`src/rtl/stack_unit.sv`:
```
// -----------------------------------------------------------------------------
// stack_unit
//
// Purpose:
//   Register-based LIFO return-address stack. Slot i sits at data-memory
//   address BASE_ADDR+i; sp is the next free address (BASE_ADDR + count).
//   A pop returns the top entry on pop_data with a one-cycle pop_valid pulse.
//   A simultaneous push and pop on a non-empty stack replaces the top entry.
//
// Parameters:
//   WIDTH      data word width
//   DEPTH      number of stack entries (>= 2)
//   BASE_ADDR  data-memory address of slot 0
//
// Ports:
//   clock          system clock, rising edge
//   reset          asynchronous, active-high
//   push / pop     requests sampled on the rising edge
//   push_data      word to push (return address on CALL)
//   err_clear      clears the sticky error flags
//   pop_data       registered popped word
//   pop_valid      one-cycle pulse qualifying pop_data
//   top_data       combinational top entry, 0 when empty
//   sp             BASE_ADDR + count (next free address)
//   full / empty   count == DEPTH / count == 0
//   overflow_err   sticky push-while-full
//   underflow_err  sticky pop-while-empty
//
// Configuration:
//   STACK_UNIT_ERROR_FLAGS_EN  when defined, builds the sticky error flags and
//                              err_clear handling; otherwise both flags are 0.
// -----------------------------------------------------------------------------
module stack_unit #(
    parameter int WIDTH     = 32,
    parameter int DEPTH     = 32,
    parameter int BASE_ADDR = 224
) (
    input  logic             clock,
    input  logic             reset,
    input  logic             push,
    input  logic             pop,
    input  logic [WIDTH-1:0] push_data,
    input  logic             err_clear,
    output logic [WIDTH-1:0] pop_data,
    output logic             pop_valid,
    output logic [WIDTH-1:0] top_data,
    output logic [31:0]      sp,
    output logic             full,
    output logic             empty,
    output logic             overflow_err,
    output logic             underflow_err
);

    localparam int CW = $clog2(DEPTH + 1);
    localparam int AW = $clog2(DEPTH);

    logic [CW-1:0]    r_count;
    logic [CW-1:0]    w_count_nxt;
    logic [WIDTH-1:0] r_mem [DEPTH];
    logic [WIDTH-1:0] r_pop_data;
    logic             r_pop_valid;

    logic             w_full;
    logic             w_empty;
    logic [AW-1:0]    w_top_idx;
    logic [AW-1:0]    w_free_idx;
    logic [AW-1:0]    w_wr_idx;
    logic             w_pop_ok;
    logic             w_wr_en;
    logic             w_ovf_set;
    logic             w_unf_set;

    assign w_full     = (r_count == CW'(DEPTH));
    assign w_empty    = (r_count == '0);
    // Top index is meaningless while empty; every consumer is gated by w_empty.
    assign w_top_idx  = AW'(r_count - CW'(1));
    assign w_free_idx = AW'(r_count);

    assign w_pop_ok   = pop & ~w_empty;
    // A push lands whenever it is paired with a pop (replace top, or fill the
    // empty slot 0) or when there is room.
    assign w_wr_en    = push & (pop | ~w_full);
    assign w_wr_idx   = w_pop_ok ? w_top_idx : w_free_idx;

    assign w_ovf_set  = push & ~pop & w_full;
    assign w_unf_set  = pop & w_empty;

    always_comb begin
        w_count_nxt = r_count;
        if (push && !pop && !w_full) begin
            w_count_nxt = r_count + CW'(1);
        end else if (pop && !push && !w_empty) begin
            w_count_nxt = r_count - CW'(1);
        end else if (push && pop && w_empty) begin
            // Pop rejected, push accepted into slot 0.
            w_count_nxt = CW'(1);
        end
    end

    always_ff @(posedge clock or posedge reset) begin
        if (reset) begin
            r_count     <= '0;
            r_pop_data  <= '0;
            r_pop_valid <= 1'b0;
        end else begin
            r_count     <= w_count_nxt;
            r_pop_valid <= w_pop_ok;
            if (w_pop_ok) begin
                r_pop_data <= r_mem[w_top_idx];
            end
        end
    end

    // Storage has no reset. A write landing while reset is held only touches
    // a slot above count (count is 0), so it is never observable.
    always_ff @(posedge clock) begin
        if (w_wr_en) begin
            r_mem[w_wr_idx] <= push_data;
        end
    end

`ifdef STACK_UNIT_ERROR_FLAGS_EN
    logic r_ovf;
    logic r_unf;

    // A new error in the same cycle as err_clear wins.
    always_ff @(posedge clock or posedge reset) begin
        if (reset) begin
            r_ovf <= 1'b0;
            r_unf <= 1'b0;
        end else begin
            if (w_ovf_set) begin
                r_ovf <= 1'b1;
            end else if (err_clear) begin
                r_ovf <= 1'b0;
            end
            if (w_unf_set) begin
                r_unf <= 1'b1;
            end else if (err_clear) begin
                r_unf <= 1'b0;
            end
        end
    end

    assign overflow_err  = r_ovf;
    assign underflow_err = r_unf;
`else
    logic w_unused_err;
    assign w_unused_err  = err_clear | w_ovf_set | w_unf_set;
    assign overflow_err  = 1'b0;
    assign underflow_err = 1'b0;
`endif

    assign pop_data  = r_pop_data;
    assign pop_valid = r_pop_valid;
    assign top_data  = w_empty ? '0 : r_mem[w_top_idx];
    assign sp        = 32'(BASE_ADDR) + 32'(r_count);
    assign full      = w_full;
    assign empty     = w_empty;

endmodule
```
`config.mk`:
```
export PLATFORM = sky130hd
export DESIGN_NAME = stack_unit
export DESIGN_NICKNAME = d
export VERILOG_FILES = /design/src/rtl/stack_unit.sv
export SDC_FILE = /design/constraint.sdc
export NUM_CORES = 1
export LEC_CHECK = 0
export CAP_MARGIN = 0
export CORE_MARGIN = 5
export CORE_UTILIZATION = 65
export DETAILED_ROUTE_END_ITERATION = 6
export HOLD_SLACK_MARGIN = 0.02
export PLACE_DENSITY = 0.84
export SLEW_MARGIN = 20
export SYNTH_ARGS = -nofsm -noshare
export SYNTH_HDL_FRONTEND = slang
export SYNTH_SLANG_ARGS = --single-unit
```
`constraint.sdc`:
```
create_clock -name clock -period 9.6 [get_ports clock]
set_clock_uncertainty 0.15 [all_clocks]
set_input_delay 1.92 -clock clock [delete_from_list [all_inputs] [get_ports clock]]
set_output_delay 1.92 -clock clock [all_outputs]
set_load 0.03 [all_outputs]
```
---- Word level (Yosys, flattened, before mapping) ----
Memories as Yosys holds them, arrays and structs flattened.
Cells that the tools add are included.
operators by class
  $add $sub $neg .......................... 3
  multipliers ............................. 0
  divide/modulo/power cells ............... 0
  order comparisons ....................... 0
  equal/unequal tests ..................... 1
  shift operators ......................... 0
  multiplexer cells ....................... 7
  bitwise logic cells ..................... 5
  reductions and logical operators ........ 12
operators with widths
  operator                                                            number
  32-bit two-way mux                                                  1
  6-bit two-way mux                                                   3
  8-bit by 6-bit adder with 9-bit output, first input constant        1
  6-bit by 1-bit adder with 6-bit output, second input constant       1
  6-bit equality test, second input constant                          1
  1-bit logical AND                                                   6
  6-bit zero test                                                     1
  6-bit by 1-bit subtractor with 6-bit output, second input constant  1
  5-bit two-way mux                                                   1
  1-bit zero test                                                     4
  3-bit nonzero test                                                  1
  1-bit AND                                                           2
  1-bit two-way mux                                                   2
  1-bit inverter                                                      2
  1-bit OR                                                            1
storage, ports and cells
  register bits after elaboration ......... 39
  latch bits .............................. 0
  memory bits (writable) .................. 1024
  bits in read-only memories .............. 0
  bits of input ports ..................... 37
  memories ................................ 1
memories
  name   depth  bits a word  rd ports  clocked after Yosys merged registers in  wr ports  RTL line  RTL
  r_mem  32     32           1         0                                        1         59        logic [WIDTH-1:0] r_mem [DEPTH];

---- Longest topological paths before layout ----
Gate-level depths: netlist of run 1.
  depth in word-level cells ............... 6
  gate-level depth with buffers ........... 13
  depth with buffers taken out ............ 8

---- Worst setup path before layout of run 1 ----
Ideal clock, no wire load.
  path type ............................... register to output
  start point ............................. register r_count[0]
  end point ............................... output port top_data[16]
  arrival ................................. 3.340 ns
  required time ........................... 7.530 ns
  setup slack ............................. 4.190 ns
  cell stages (with the launch flop) ...... 14
  path buffers ............................ 6
  path through ............................ dfrtp_1 > buf_2 > buf_2 > buf_2 > clkinv_1 > ha_1 > buf_2 > buf_2 > clkbuf_1 > mux4_2 > mux2i_1 > o21ai_0 > o2111ai_1 > nor2_1
between the ends
  cells in the longest elaborated chain, start to end .. 3
ends and longest elaborated chain
  item                                         RTL line  RTL
  from (decl)                                  57        logic [CW-1:0] r_count;
  from (signal assigned)                       106       r_count <= w_count_nxt;
  6-bit by 1-bit subtractor with 6-bit output  -
  memory 32 x 32 bit                           -
  32-bit two-way mux (*)                       156       assign top_data = w_empty ? '0 : r_mem[w_top_idx];
  to (decl)                                    46        output logic [WIDTH-1:0] top_data,
Every way passes the cells marked *; elsewhere a longest branch is shown, timed or not.

---- Final worst setup path of run 1 ----
  start point ............................. register r_count[0]
  end point ............................... output port top_data[28]
Same word-level chain as after synthesis.

==> results of run 1 <==
worst max-delay path: cells and delay by family, from the launching register on:
family / cells / cell delay [ns]
AOI/OAI and AO/OA: 1 / 0.21
muxes: 2 / 0.43
adders and majority gates: 1 / 1.00
DFF: 1 / 0.96
buffers and inverters: 3 / 1.92
and+or+nand+nor: 2 / 0.54
state kept, by name, summed over array words and instances, names as in the netlist:
register,flops
pop_valid,1
pop_data,32
r_count,6
r_mem,1024
layout by cell type, fill, tap and decap left out, types with 4 or more instances in the layout:
cell type	instances
a21oi_1	5
buf_2	4
buf_4	54
bufinv_16	12
clkbuf_1	13
clkbuf_16	102
clkbuf_8	5
clkdlybuf4s50_1	106
clkinv_1	25
clkinv_2	22
conb_1	25
dfrtp_1	38
edfxtp_1	1024
inv_1	8
inv_6	5
mux2i_1	92
mux4_2	256
nand2_1	126
nand3_1	38
nand4_1	29
nor2_1	38
nor2_4	33
nor3_1	5
nor3_2	4
o2111ai_1	5
o21ai_0	98
o21ai_1	29
cells by family after synthesis:
logic type | after synthesis | share of synthesized area
compound gates | 167 | 0.0235
xor+xnor | 5 | 0.00124
fa+ha+maj | 2 | 0.000602
buf+inv | 153 | 0.0181
flops | 1063 | 0.764
mux | 350 | 0.162
other cells | 1 | 0.0000903
simple gates | 286 | 0.0310
area by class of cell:
| class | count | area [sq um] |
|---|---|---|
| antenna | 3 | 7.51 |
| clock buffer | 120 | 2670 |
| clock inverter | 71 | 686 |
| fill | 3151 | 16000 |
| inverter | 11 | 41.3 |
| multi-input combinational | 835 | 9500 |
| sequential | 1063 | 31700 |
| tap | 846 | 1060 |
| timing repair buffer | 167 | 1520 |
worst max-delay path by stage:
stage / from / to / slack (ns) / cells past startpoint
CTS: r_count[0] / top_data[28] / 1.66 / 9
floorplan: r_count[0] / top_data[16] / 4.19 / 13
finish: r_count[0] / top_data[28] / 1.59 / 9
global route: r_count[0] / top_data[14] / 1.33 / 9
detailed placement: r_count[0] / top_data[14] / 2.45 / 9
global placement: r_count[0] / top_data[28] / 2.52 / 9
power by group through the flow:
stage	sequential, mW	combinational, mW	clock [mW]
after floorplan	5.83	3.72	0
after global placement	5.74	5.70	0
after detailed placement	5.78	5.85	0
after CTS	5.70	6.04	4.08
after global routing	5.73	6.34	4.30
final	5.71	6.09	4.07
through the flow:
stage	instance area, sq um	utilization	cells	worst slack [ns]
final	47200	0.747	3116	1.59
after global routing	47200	0.747	3114	1.33
after CTS	47200	0.747	3113	1.66
after global placement	43900	0.694	2922	2.52
after floorplan	41600	-	2051	4.19
after detailed placement	43900	0.694	2922	2.45
per-layer routing:
layer | up-vias | global-route usage
met3 | 312 | 0.0890
met1 | 11700 | 0.445
met2 | 2191 | 0.515
li1 | 8581 | -
met5 | - | 0
met4 | 2 | 0.111
==> impl_metrics.ini, run 1 <==
[placement]
hpwl_mm = 52.5
gp_congestion = 0.804
port_buffers = 111

[sta]
hold_violations = 0
fmax_ghz = 0.125
relSlewSlack = 0.232
setup_viol = 0
min_period_ns = 8.01
slew_viol_final = 0
rsz0062_at_grt = no
tightest_slew_ns = 1.15
fin_crit_sh = 0.835
tns_ns = 0
holdWs_ns = 0.331

[pwr]
power_leakage_nw = 15.2
p_sw_frac = 0.360
pwr_density_cell_mw_per_mm2 = 336
p_sw_mw = 5.72
combPwrFrac = 0.384
p_clk_frac = 0.256
seqPwrFrac = 0.360
peakVddDrop_mv = 0.358
p_total_mw = 15.9
internal-power_mw = 10.2

[critical_path]
r2r-start = r_count[0]
crit_path_max_incr_delay_ns = 1.00
path_max_fanout = 126
rrSetupSlack_ns = 3.85
slowest_stage = ha_4
rr_endpoint = r_mem[19][24]
reg2reg_depth = 10
cp_data_arrival_time_ns = 5.94
cp_cell_sequence = clkinv_1 > ha_4 > buf_12 > mux4_2 > mux2i_1 > o21ai_0 > nand4_1 > nor2_1 > clkdlybuf4s50_1
worstPathRequired_ns = 7.53
start_kind = register
endpoint_kind = output pin
crit_type = reg -> out

[worst_hold_path]
hold_path_class = reg -> reg
hold_path_end = pop_data[15]
hold_depth = 2
min_from = pop_data[15]

[synth]
synth_top_area_share = 0.740
synth_area_leaders = edfxtp_1, mux4_2, dfrtp_1
yosysUniqueCellTypes = 52
yosys.area.top_type = edfxtp_1
synthTopCellsByCount = edfxtp_1, mux4_2, nand2_1
syn_area_per_cell_sq_um = 20.5
yosys_most_used_dff = edfxtp_1
ys_warn_count = 0
syn_area_sq_mm = 0.0415
synth-seq-cells = 1063
synth_edf_count = 1024
seq_area_frac_synth = 0.764
post-synth-top-count-cell = edfxtp_1
async_flop_share = 0.0367
syn_inst = 2027

[detailed_routing]
remaining_drc_errors = 0
top_layer_used = met5
via_per_inst = 7.33
wl_met1_mm = 37.9
dr.pass1.iters = 6
drt_wl_total_mm = 112
wl_met2_mm = 55.0
wire_per_inst_microns = 36.0
drt_iter0_markers = 3995
ant_nets = 0
wl_met3_mm = 15.4
num_vias = 22800

[die]
num_rows = 92
die_w_microns = 263
die_h_microns = 263
start_util = 0.657
core_region_area_sq_mm = 0.0632
die_area_sq_mm = 0.0691
pin_count = 138

[global_route]
antenna_found_initial = 3
grt_max_degree = 127
grt_pass1_vias = 23200
grt_pass1_wl_mm = 162
grt_usage = 0.323
grt-ovfl-total = 0

[clock_network]
clock_latency_ns = 0.67
cts_max_level = 3
numCtsBuffers = 101
cts_buffer_depth = 3
clkSlewWorstSetupHoldPaths_ns = 0.06
cts_hold_buf = 0
cts_resized = 0
cts_tree = done
cts-root-buf = clkbuf_16
cts_sinks = 1063
postCtsSetupBuffers = 0

[layout]
drive_gt1_frac = 0.235
nets = 2218
area_growth_pct = 13.7

[status]
status = finished, final reports clean

[run]
maxCapViolCount = 0
(Power assumes the default switching activity.)
==> run 2, diff against run 1 <==
--- a/config.mk
+++ b/config.mk
@@ -7,10 +7,10 @@
 export LEC_CHECK = 0
 export CAP_MARGIN = 0
 export CORE_MARGIN = 5
-export CORE_UTILIZATION = 65
+export CORE_UTILIZATION = 61
 export DETAILED_ROUTE_END_ITERATION = 6
 export HOLD_SLACK_MARGIN = 0.02
-export PLACE_DENSITY = 0.84
+export PLACE_DENSITY = 0.79
 export SLEW_MARGIN = 20
 export SYNTH_ARGS = -nofsm -noshare
 export SYNTH_HDL_FRONTEND = slang
==> constraint.sdc (replaced) <==
create_clock -name clock -period 8.15 [get_ports clock]
set_clock_uncertainty 0.15 [all_clocks]
set_input_delay 1.63 -clock clock [delete_from_list [all_inputs] [get_ports clock]]
set_output_delay 1.63 -clock clock [all_outputs]
set_load 0.03 [all_outputs]
==> run 2 against run 1 <==
Global-route usage fell by 4.4 points. Register-to-register slack got worse by 1.7 ns. Via count fell by 5.0%. Largest power group unchanged. Highest routed layer is now met4.
==> impl_metrics.ini, run 2 (synthesized netlist as in run 1, its figures left out) <==
[pwr]
pwr_density_cell_mw_per_mm2 = 390
peakVddDrop_mv = 0.313
p_total_mw = 18.5
power_leakage_nw = 15.2

[detailed_routing]
drt_iter0_markers = 2834
num_vias = 21700
via_per_inst = 6.88
remaining_drc_errors = 0
ant_nets = 0
wire_per_inst_microns = 32.3
drt_wl_total_mm = 102
dr.pass1.iters = 5

[clock_network]
cts_resized = 0
cts-root-buf = clkbuf_16
clkSlewWorstSetupHoldPaths_ns = 0.06
clock_latency_ns = 0.66
postCtsSetupBuffers = 0
cts_max_level = 3
cts_buffer_depth = 3
cts_tree = done
numCtsBuffers = 102
cts_sinks = 1063
cts_hold_buf = 0

[layout]
regMostFlops = r_mem
layout_commonest_cell = edfxtp_1
nets = 2230
largest_reg_flops = 1024
final_util = 0.702
mostFrequentLayoutCells = edfxtp_1, mux4_2, nand2_1
fillers = 3743
finalNonFillerCells = 3152
drive_gt1_frac = 0.238
area_growth_pct = 14.0

[critical_path]
worstPathRequired_ns = 6.37
crit_type = reg -> out
cp_data_arrival_time_ns = 5.45
start_kind = register
path_max_fanout = 43
endpoint_kind = output pin
reg2reg_depth = 10

[die]
start_util = 0.616
core_region_area_sq_mm = 0.0674
pin_count = 138
die_w_microns = 271
num_rows = 95
die_h_microns = 271
die_area_sq_mm = 0.0734

[placement]
gp_congestion = 0.803
dpl.cell_count = 2960
port_buffers = 111
hpwl_mm = 52.9

[status]
status = finished, final reports clean

[sta]
tns_ns = 0
relSlewSlack = 0.204
fin_crit_sh = 0.887
hold_violations = 0
min_period_ns = 7.23
rsz0062_at_grt = no
tightest_slew_ns = 1.19
slew_viol_final = 0
setup_viol = 0
fmax_ghz = 0.138

[worst_hold_path]
hold_path_class = reg -> reg
hold_depth = 2

[run]
maxCapViolCount = 0

[global_route]
grt_usage = 0.279
grt_pass1_vias = 22300
grt_max_degree = 62
grt-ovfl-total = 0
antenna_found_initial = 0
grt_pass1_wl_mm = 150
run 2: path summary, 6_finish.rpt:
path / start / slack (ns) / to
setup / recovery: r_count[0] / 0.92 / top_data[5]
hold / removal: pop_data[18] / 0.33 / pop_data[18]
setup reg to reg: r_count[0] / 2.14 / r_mem[17][23]
hold reg to reg: pop_data[18] / 0.33 / pop_data[18]
max in group asynchronous: reset / 5.92 / r_count[0]
min in group asynchronous: reset / 1.37 / pop_data[0]
run 2: layout make-up:
class                   instances  area, sq um  share of cell area
diodes                          2         5.00            0.000106
clock buffers                 141         2860              0.0604
clock inverters                49          434             0.00917
inverters                      11         41.3            0.000872
multi-input cells             835         9500               0.201
flip-flops and latches       1063        31700               0.670
well taps                     873         1090              0.0231
repair buffers                178         1680              0.0354
run 2: through the flow:
stage / hold WS (ns) / worst slack (ns) / area (sq um)
2_1_floorplan: 0.500 / 3.03 / 41600
3_3_place_gp: 0.311 / 1.48 / 44000
3_5_place_dp: 0.327 / 1.50 / 44100
4_1_cts: 0.338 / 0.741 / 47400
5_1_grt: 0.360 / 0.462 / 47300
6_report: 0.335 / 0.919 / 47300
run 2: worst max-delay path, cell delays in order (launching register included):
cell             delay [ns]
dfrtp_4                0.95
clkinv_1               0.51
ha_4                   0.39
o21bai_1               0.29
a211oi_4               1.06
buf_4                  0.34
o21ai_0                0.16
o2111ai_1              0.32
nor2_1                 0.10
clkdlybuf4s50_1        0.63
run 2: per-layer routing:
metal / up-vias / share of wire / GRT usage / routed length (microns)
met5: - / 0 / 0 / 0
met4: 0 / 0.032 / 0.0882 / 3220
met3: 247 / 0.12 / 0.0799 / 11900
met2: 1546 / 0.49 / 0.446 / 50200
met1: 11300 / 0.36 / 0.382 / 36500
li1: 8592 / - / - / -
run 2: where the power goes:
part	total (mW)	switching, mW	internal (mW)	leakage, nW
clock	4.65	1.97	2.67	1.63
combinational	7.14	4.28	2.85	3.92
sequential	6.69	0.222	6.46	9.69
total	18.5	6.48	12.0	15.2
